`config.mk`:
```
export PLATFORM = sky130hd
export DESIGN_NAME = pipe_regfile
export DESIGN_NICKNAME = d
export VERILOG_FILES = /design/src/rtl/pipe_regfile.sv
export SDC_FILE = /design/constraint.sdc
export NUM_CORES = 2
export LEC_CHECK = 0
export BUFFER_PORTS_ARGS = -buffer_cell sky130_fd_sc_hd__buf_2
export CORE_MARGIN = 2
export CORE_UTILIZATION = 47
export CTS_CLUSTER_SIZE = 10
export DETAILED_ROUTE_END_ITERATION = 6
export GPL_TIMING_DRIVEN = 0
export HOLD_SLACK_MARGIN = 0.08
export PLACE_DENSITY = 0.63
export SYNTH_ARGS = -nofsm -noshare
export SYNTH_HDL_FRONTEND = slang
export SYNTH_SLANG_ARGS = --single-unit
```
`constraint.sdc`:
```
create_clock -name clk -period 5.5 [get_ports clk]
set_input_delay 0.55 -clock clk [delete_from_list [all_inputs] [get_ports clk]]
set_output_delay 0.55 -clock clk [all_outputs]
set_load 0.05 [all_outputs]
```
`src/rtl/pipe_regfile.sv`:
```
// ============================================================================
// Module     : pipe_regfile
// Description: Two-write, two-read register file with a per-register busy
//              scoreboard for decode-stage hazard detection.
//              Optional macro PIPE_REGFILE_BYPASS_EN enables same-cycle
//              write-to-read forwarding of data and busy release.
// Revision   : 1.0 - initial release
// ============================================================================
`default_nettype none

module pipe_regfile #(
  parameter int DATA_W   = 32,
  parameter int ADDR_W   = 5,
  parameter int ZERO_REG = 1
) (
  input  logic              clk,
  input  logic              rst,
  input  logic              wen0,
  input  logic [ADDR_W-1:0] waddr0,
  input  logic [DATA_W-1:0] wdata0,
  input  logic              wen1,
  input  logic [ADDR_W-1:0] waddr1,
  input  logic [DATA_W-1:0] wdata1,
  input  logic [ADDR_W-1:0] raddr0,
  input  logic [ADDR_W-1:0] raddr1,
  output logic [DATA_W-1:0] rdata0,
  output logic [DATA_W-1:0] rdata1,
  output logic              busy0,
  output logic              busy1,
  input  logic              rsv_en,
  input  logic [ADDR_W-1:0] rsv_addr,
  input  logic              flush
);

  localparam int DEPTH = 2 ** ADDR_W;

  logic [DATA_W-1:0] regs [DEPTH];
  logic [DEPTH-1:0]  busy_q;
  logic [DEPTH-1:0]  busy_next;
  logic              wr0_ok;
  logic              wr1_ok;

  assign wr0_ok = wen0 && !((ZERO_REG != 0) && (waddr0 == '0));
  assign wr1_ok = wen1 && !((ZERO_REG != 0) && (waddr1 == '0));

  // Flush first, then releases, then reserve so a new producer always wins.
  always_comb begin
    busy_next = busy_q;
    if (flush) busy_next = '0;
    if (wen0) busy_next[waddr0] = 1'b0;
    if (wen1) busy_next[waddr1] = 1'b0;
    if (rsv_en) busy_next[rsv_addr] = 1'b1;
    if (ZERO_REG != 0) busy_next[0] = 1'b0;
  end

  always_ff @(posedge clk) begin
    if (rst) begin
      for (int i = 0; i < DEPTH; i++) regs[i] <= '0;
      busy_q <= '0;
    end else begin
      if (wr0_ok) regs[waddr0] <= wdata0;
      if (wr1_ok) regs[waddr1] <= wdata1;
      busy_q <= busy_next;
    end
  end

  logic [ADDR_W-1:0] raddr_a [2];
  logic [DATA_W-1:0] rdata_a [2];
  logic              busy_a  [2];

  assign raddr_a[0] = raddr0;
  assign raddr_a[1] = raddr1;
  assign rdata0     = rdata_a[0];
  assign rdata1     = rdata_a[1];
  assign busy0      = busy_a[0];
  assign busy1      = busy_a[1];

  for (genvar p = 0; p < 2; p++) begin : g_rd
    always_comb begin
      rdata_a[p] = regs[raddr_a[p]];
      busy_a[p]  = busy_q[raddr_a[p]];
`ifdef PIPE_REGFILE_BYPASS_EN
      // Port 1 is checked last so it takes priority, matching the array.
      if (wen0 && (waddr0 == raddr_a[p])) begin
        rdata_a[p] = wdata0;
        busy_a[p]  = rsv_en && (rsv_addr == raddr_a[p]);
      end
      if (wen1 && (waddr1 == raddr_a[p])) begin
        rdata_a[p] = wdata1;
        busy_a[p]  = rsv_en && (rsv_addr == raddr_a[p]);
      end
`endif
      if ((ZERO_REG != 0) && (raddr_a[p] == '0)) begin
        rdata_a[p] = '0;
        busy_a[p]  = 1'b0;
      end
    end
  end

endmodule

`default_nettype wire

```
# Word level (Yosys, flattened, before mapping)
# Memories as Yosys holds them, arrays and structs flattened.
# Cells that the tools add are included.
# W data, S select, Z words.
[classes] reduce_logical=13 bitwise=5 n_lt_le_gt_ge=8 mux=32
[ops] operator="$mux W32" count=8
[ops] operator="$and A32 B32 Y32" count=2
[ops] operator="$not A32 Y32" count=2
[ops] operator="$reduce_or A32 Y1" count=2
[ops] operator="$or A32 B32 Y32" count=1
[ops] operator="$lt A5 B6 Y1 const B" count=5
[ops] operator="$logic_not A5 Y1" count=4
[ops] operator="$mux W1" count=17
[ops] operator="$demux W1 S5" count=3
[ops] operator="$ge A5 B1 Y1 const B" count=3
[ops] operator="$bmux W1 S5" count=2
[ops] operator="$mux W5" count=2
[ops] operator="$logic_and A1 B1 Y1" count=5
[ops] operator="$logic_not A1 Y1" count=2
[totals] ram_bits=1024 mem_count=1 out_inout_bits=66 elab_cells=61 regBits=32 input_bits=95
[memory_table] memory="regs" words=32 word_bits=32 rd=2 rd_clocked_by_memory_dff=0 write_ports=32 line="37" rtl="logic [DATA_W-1:0] regs [DEPTH];"

# Logic depth before layout (Yosys ltp)
[depth] ltp_word=11 mapped_depth=8

# Least setup slack after synthesis
# Ideal clock, no wire load.
[synth_path] path_kind="in2out" start="input port raddr1[1]" end="output port rdata1[29]" t_required_ns=4.950 t_arrival_ns=3.001 slack_ns=1.949 path_stages=8 path_cell_list="buf_2 buf_2 nor2b_1 clkbuf_1 clkbuf_1 a221oi_1 o21ai_0 a311oi_1"
[synth_between] elab_chain_len=2
[synth_lines] item="from (decl)" line="25" rtl="input logic [ADDR_W-1:0] raddr1,"
[synth_lines] item="$mem_v2 Z32 W32 / $logic_not A5 Y1 (equally long branches)"
[synth_lines] item="$mux W32 (*)" line="93" rtl="if ((ZERO_REG != 0) && (raddr_a[p] == '0)) begin"
[synth_lines] item="to (decl)" line="27" rtl="output logic [DATA_W-1:0] rdata1,"
# Every way passes the cells marked *; elsewhere a longest branch is shown, timed or not.

# Final worst setup path
[layout_path] start="input port raddr1[0]" end="output port rdata1[11]"
# Same word-level chain as after synthesis.

==> flow_metrics.env <==
export IMPL_r2r_cells=2
export IMPL_tightest_slew_ps=1631
export IMPL_crit_end="rdata1[11]"
export IMPL_syn_area_um2=60520
export IMPL_hold_path_class="input port to register"
export IMPL_regToRegEndpoint="busy_q[4]$_SDFF_PP0_"
export IMPL_regArea_um2=31370
export IMPL_gp_congestion=1.105
export IMPL_synth_edf_count=1024
export IMPL_multi_input_area_um2=26620
export IMPL_async_reset_ff_frac=0
export IMPL_ant_nets=0
export IMPL_nFillCells=10650
export IMPL_leakagePower_nw=22.90
export IMPL_clock_skew_ps=0
export IMPL_r2r_start="busy_q[4]$_SDFF_PP0_"
export IMPL_ys_seq_area_frac=0.5184
export IMPL_grt_setup_unrepaired="no"
export IMPL_cts_tree="built"
export IMPL_outcome="complete, but fails checks"
export IMPL_ios=161
export IMPL_synth_flop_cell="edfxtp_1"
export IMPL_antenna_found_initial=13
export IMPL_vias=49890
export IMPL_fin_total_pwr_w=0.02120
export IMPL_ir_worst_vdd_mv=0.3529
export IMPL_drc=13
export IMPL_vias_per_cell=8.061
export IMPL_yosysTopAreaCell="edfxtp_1"
export IMPL_synth_most_common_cell="edfxtp_1"
export IMPL_clk_latency_ps=770
export IMPL_synthTopCellsByCount="edfxtp_1 (1024), a22o_1 (992), mux4_2 (460), clkbuf_1 (424), buf_2 (178)"
export IMPL_cts_inserted_buffers=130
export IMPL_dp_final_hpwl_um=210000
export IMPL_grt_first_pass_wirelength_um=393500
export IMPL_fmax_mhz=167.2
export IMPL_placed_cells=5988
export IMPL_synth_cells=4113
export IMPL_crit_path_start_kind="input port"
export IMPL_required_ps=4950
export IMPL_relSlewSlack=-0.08722
export IMPL_grt_usage=0.4453
export IMPL_numClockSinks=1055
export IMPL_hold_buffers=0
export IMPL_fin_crit_sh=1.087
export IMPL_port_buffers=146
export IMPL_avgSynthCellArea_um2=14.71
export IMPL_die_w_um=362.8
export IMPL_placeableCoreArea_um2=127700
export IMPL_post_route_min_period_ps=5980
export IMPL_netlist_top_cells_area="edfxtp_1 (51%), mux4_2 (17%), a22o_1 (14%)"
export IMPL_wl_um=297900
export IMPL_report_final_slew_viol_count=61
export IMPL_h_tree_depth=4
export IMPL_initial_core_util=0.4739
export IMPL_maxCapViolCount=10
export IMPL_fin_cells=6189
export IMPL_cts_root_buf="clkbuf_16"
export IMPL_synth_cell_types=51
export IMPL_dr_first_iter_drc_count=10150
export IMPL_die_h_um=362.8
export IMPL_dr_pass1_iters=7
export IMPL_path_class="input port to output port"
export IMPL_finalSetupViolCount=20
export IMPL_cp_max_fo=19
export IMPL_dp_slack_ps=-175.6
export IMPL_ys_seq_elements=1055
export IMPL_wl_per_cell_um=48.13
export IMPL_path_clk_slew_ps=60
export IMPL_violations="DRC, capacitance limit, slew limit, setup timing"
export IMPL_cp_arrival_ps=5430
export IMPL_synth_top_area_frac=0.5081
export IMPL_worst_slack_ps=-480.0
export IMPL_end_kind="output port"
export IMPL_reg2reg_slack_ps=4660
export IMPL_syn2layout_area_growth_pct=12.52
export IMPL_grt_pass1_vias=47060
export IMPL_cts_max_path_buffers=3
export IMPL_fin_util=0.5333
export IMPL_rows=131
export IMPL_die_area_um2=131600
export IMPL_drive_gt1_frac=0.2511
export IMPL_gr_total_overflow=0
export IMPL_setup_tns_ps=-3986
export IMPL_hold_viol_final=0
export IMPL_nets=4549
export IMPL_yosys_warnings=0
export IMPL_cp_startpoint="raddr1[0]"
export IMPL_grt_start_max_net_pins=27
export IMPL_power_density_nw_per_um2=311.3
## cells in the final DEF (no fill, tap or decap), types with 17 or more instances in the layout
cell type,netlist,layout
a32oi_1,28,28
clkbuf_16,0,142
buf_12,0,31
a22oi_1,95,95
conb_1,1,32
edfxtp_1,1024,1024
mux2i_1,132,132
buf_2,178,324
o21ai_0,114,113
nor2_1,59,56
dfxtp_1,31,31
a221oi_1,48,48
nor3_1,21,20
a311oi_1,66,64
a22o_1,992,992
nand2_1,48,48
o2111ai_1,18,18
buf_6,15,17
mux4_2,460,460
mux2_2,68,68
clkbuf_1,424,456
nor2b_1,68,68
a211oi_1,64,64
## how the worst min path moves through the flow
| stage | startpoint | end | slack, ps | cells past startpoint |
|---|---|---|---|---|
| after floorplan | busy_q[3]$_SDFF_PP0_ | busy_q[3]$_SDFF_PP0_ | 450 | 2 |
| after CTS | wdata1[26] | regs[28][26]$_DFFE_PP_ | 100 | 2 |
| after global placement | busy_q[21]$_SDFF_PP0_ | busy_q[21]$_SDFF_PP0_ | 500 | 2 |
| final | wdata1[26] | regs[28][26]$_DFFE_PP_ | 110 | 2 |
| after detailed placement | busy_q[21]$_SDFF_PP0_ | busy_q[21]$_SDFF_PP0_ | 510 | 2 |
| after global routing | wdata1[26] | regs[28][26]$_DFFE_PP_ | 130 | 2 |
## per-layer routing
metal,up-vias,wire (um),track usage
met2,5319,118400,0.6019
met3,1229,49160,0.1882
met4,14,30730,0.3630
met1,25090,99180,0.5528
met5,-,357,0.008509
li1,18240,-,-
## area by class of cell
| cell class | instances | share of cell area |
|---|---|---|
| Antenna cell | 7 | 0.0002573 |
| Buffer | 630 | 0.03989 |
| Clock buffer | 179 | 0.05452 |
| Clock inverter | 19 | 0.002040 |
| Inverter | 4 | 0.0002205 |
| Multi-Input combinational cell | 2451 | 0.3909 |
| Sequential cell | 1055 | 0.4607 |
| Tap cell | 1662 | 0.03054 |
| Timing Repair Buffer | 182 | 0.02091 |
## registers in the layout, summed over array words and instances (netlist names)
register,cells
regs,1024
busy_q,31
## what timing repair did
action | in CTS | in global routing
cloned | 0 | 0
gates resized for setup | 2 | 1
endpoints found under the hold margin | 0 | 0
buffers inserted | 0 | 0
endpoints found under the setup margin | 9 | 3
## kinds of logic (layout without fill, tap and decap cells)
group                  after synthesis  in the layout  share of synthesized area
flip-flops                        1055           1055                     0.5184
multiplexers                       660            660                     0.2057
buffers and inverters              638           1014                    0.04536
AO/OA/AOI/OAI                     1454           1454                     0.2000
other                                1             39                 0.00006197
AND/OR/NAND/NOR                    305            305                    0.03054
## per-stage QoR
| stage | hold slack, ps | area (um2) |
|---|---|---|
| final | 110.7 | 68090 |
| after global routing | 129.4 | 68070 |
| after CTS | 103.8 | 68040 |
| after detailed placement | 507.1 | 64200 |
| after global placement | 497.2 | 63440 |
| after floorplan | 451.1 | 60630 |
## worst max-delay path, cell delays in order
cell,delay (ps)
buf_2,350
inv_1,360
buf_2,450
buf_2,600
nor2_2,950
a22oi_1,400
a311oi_1,1260
buf_2,450
## power by group
group | internal [W] | switching [W]
combinational | 0.00107 | 0.00236
sequential | 0.00929 | 0.000254
clock | 0.00474 | 0.00348
(Power assumes the default switching activity.)
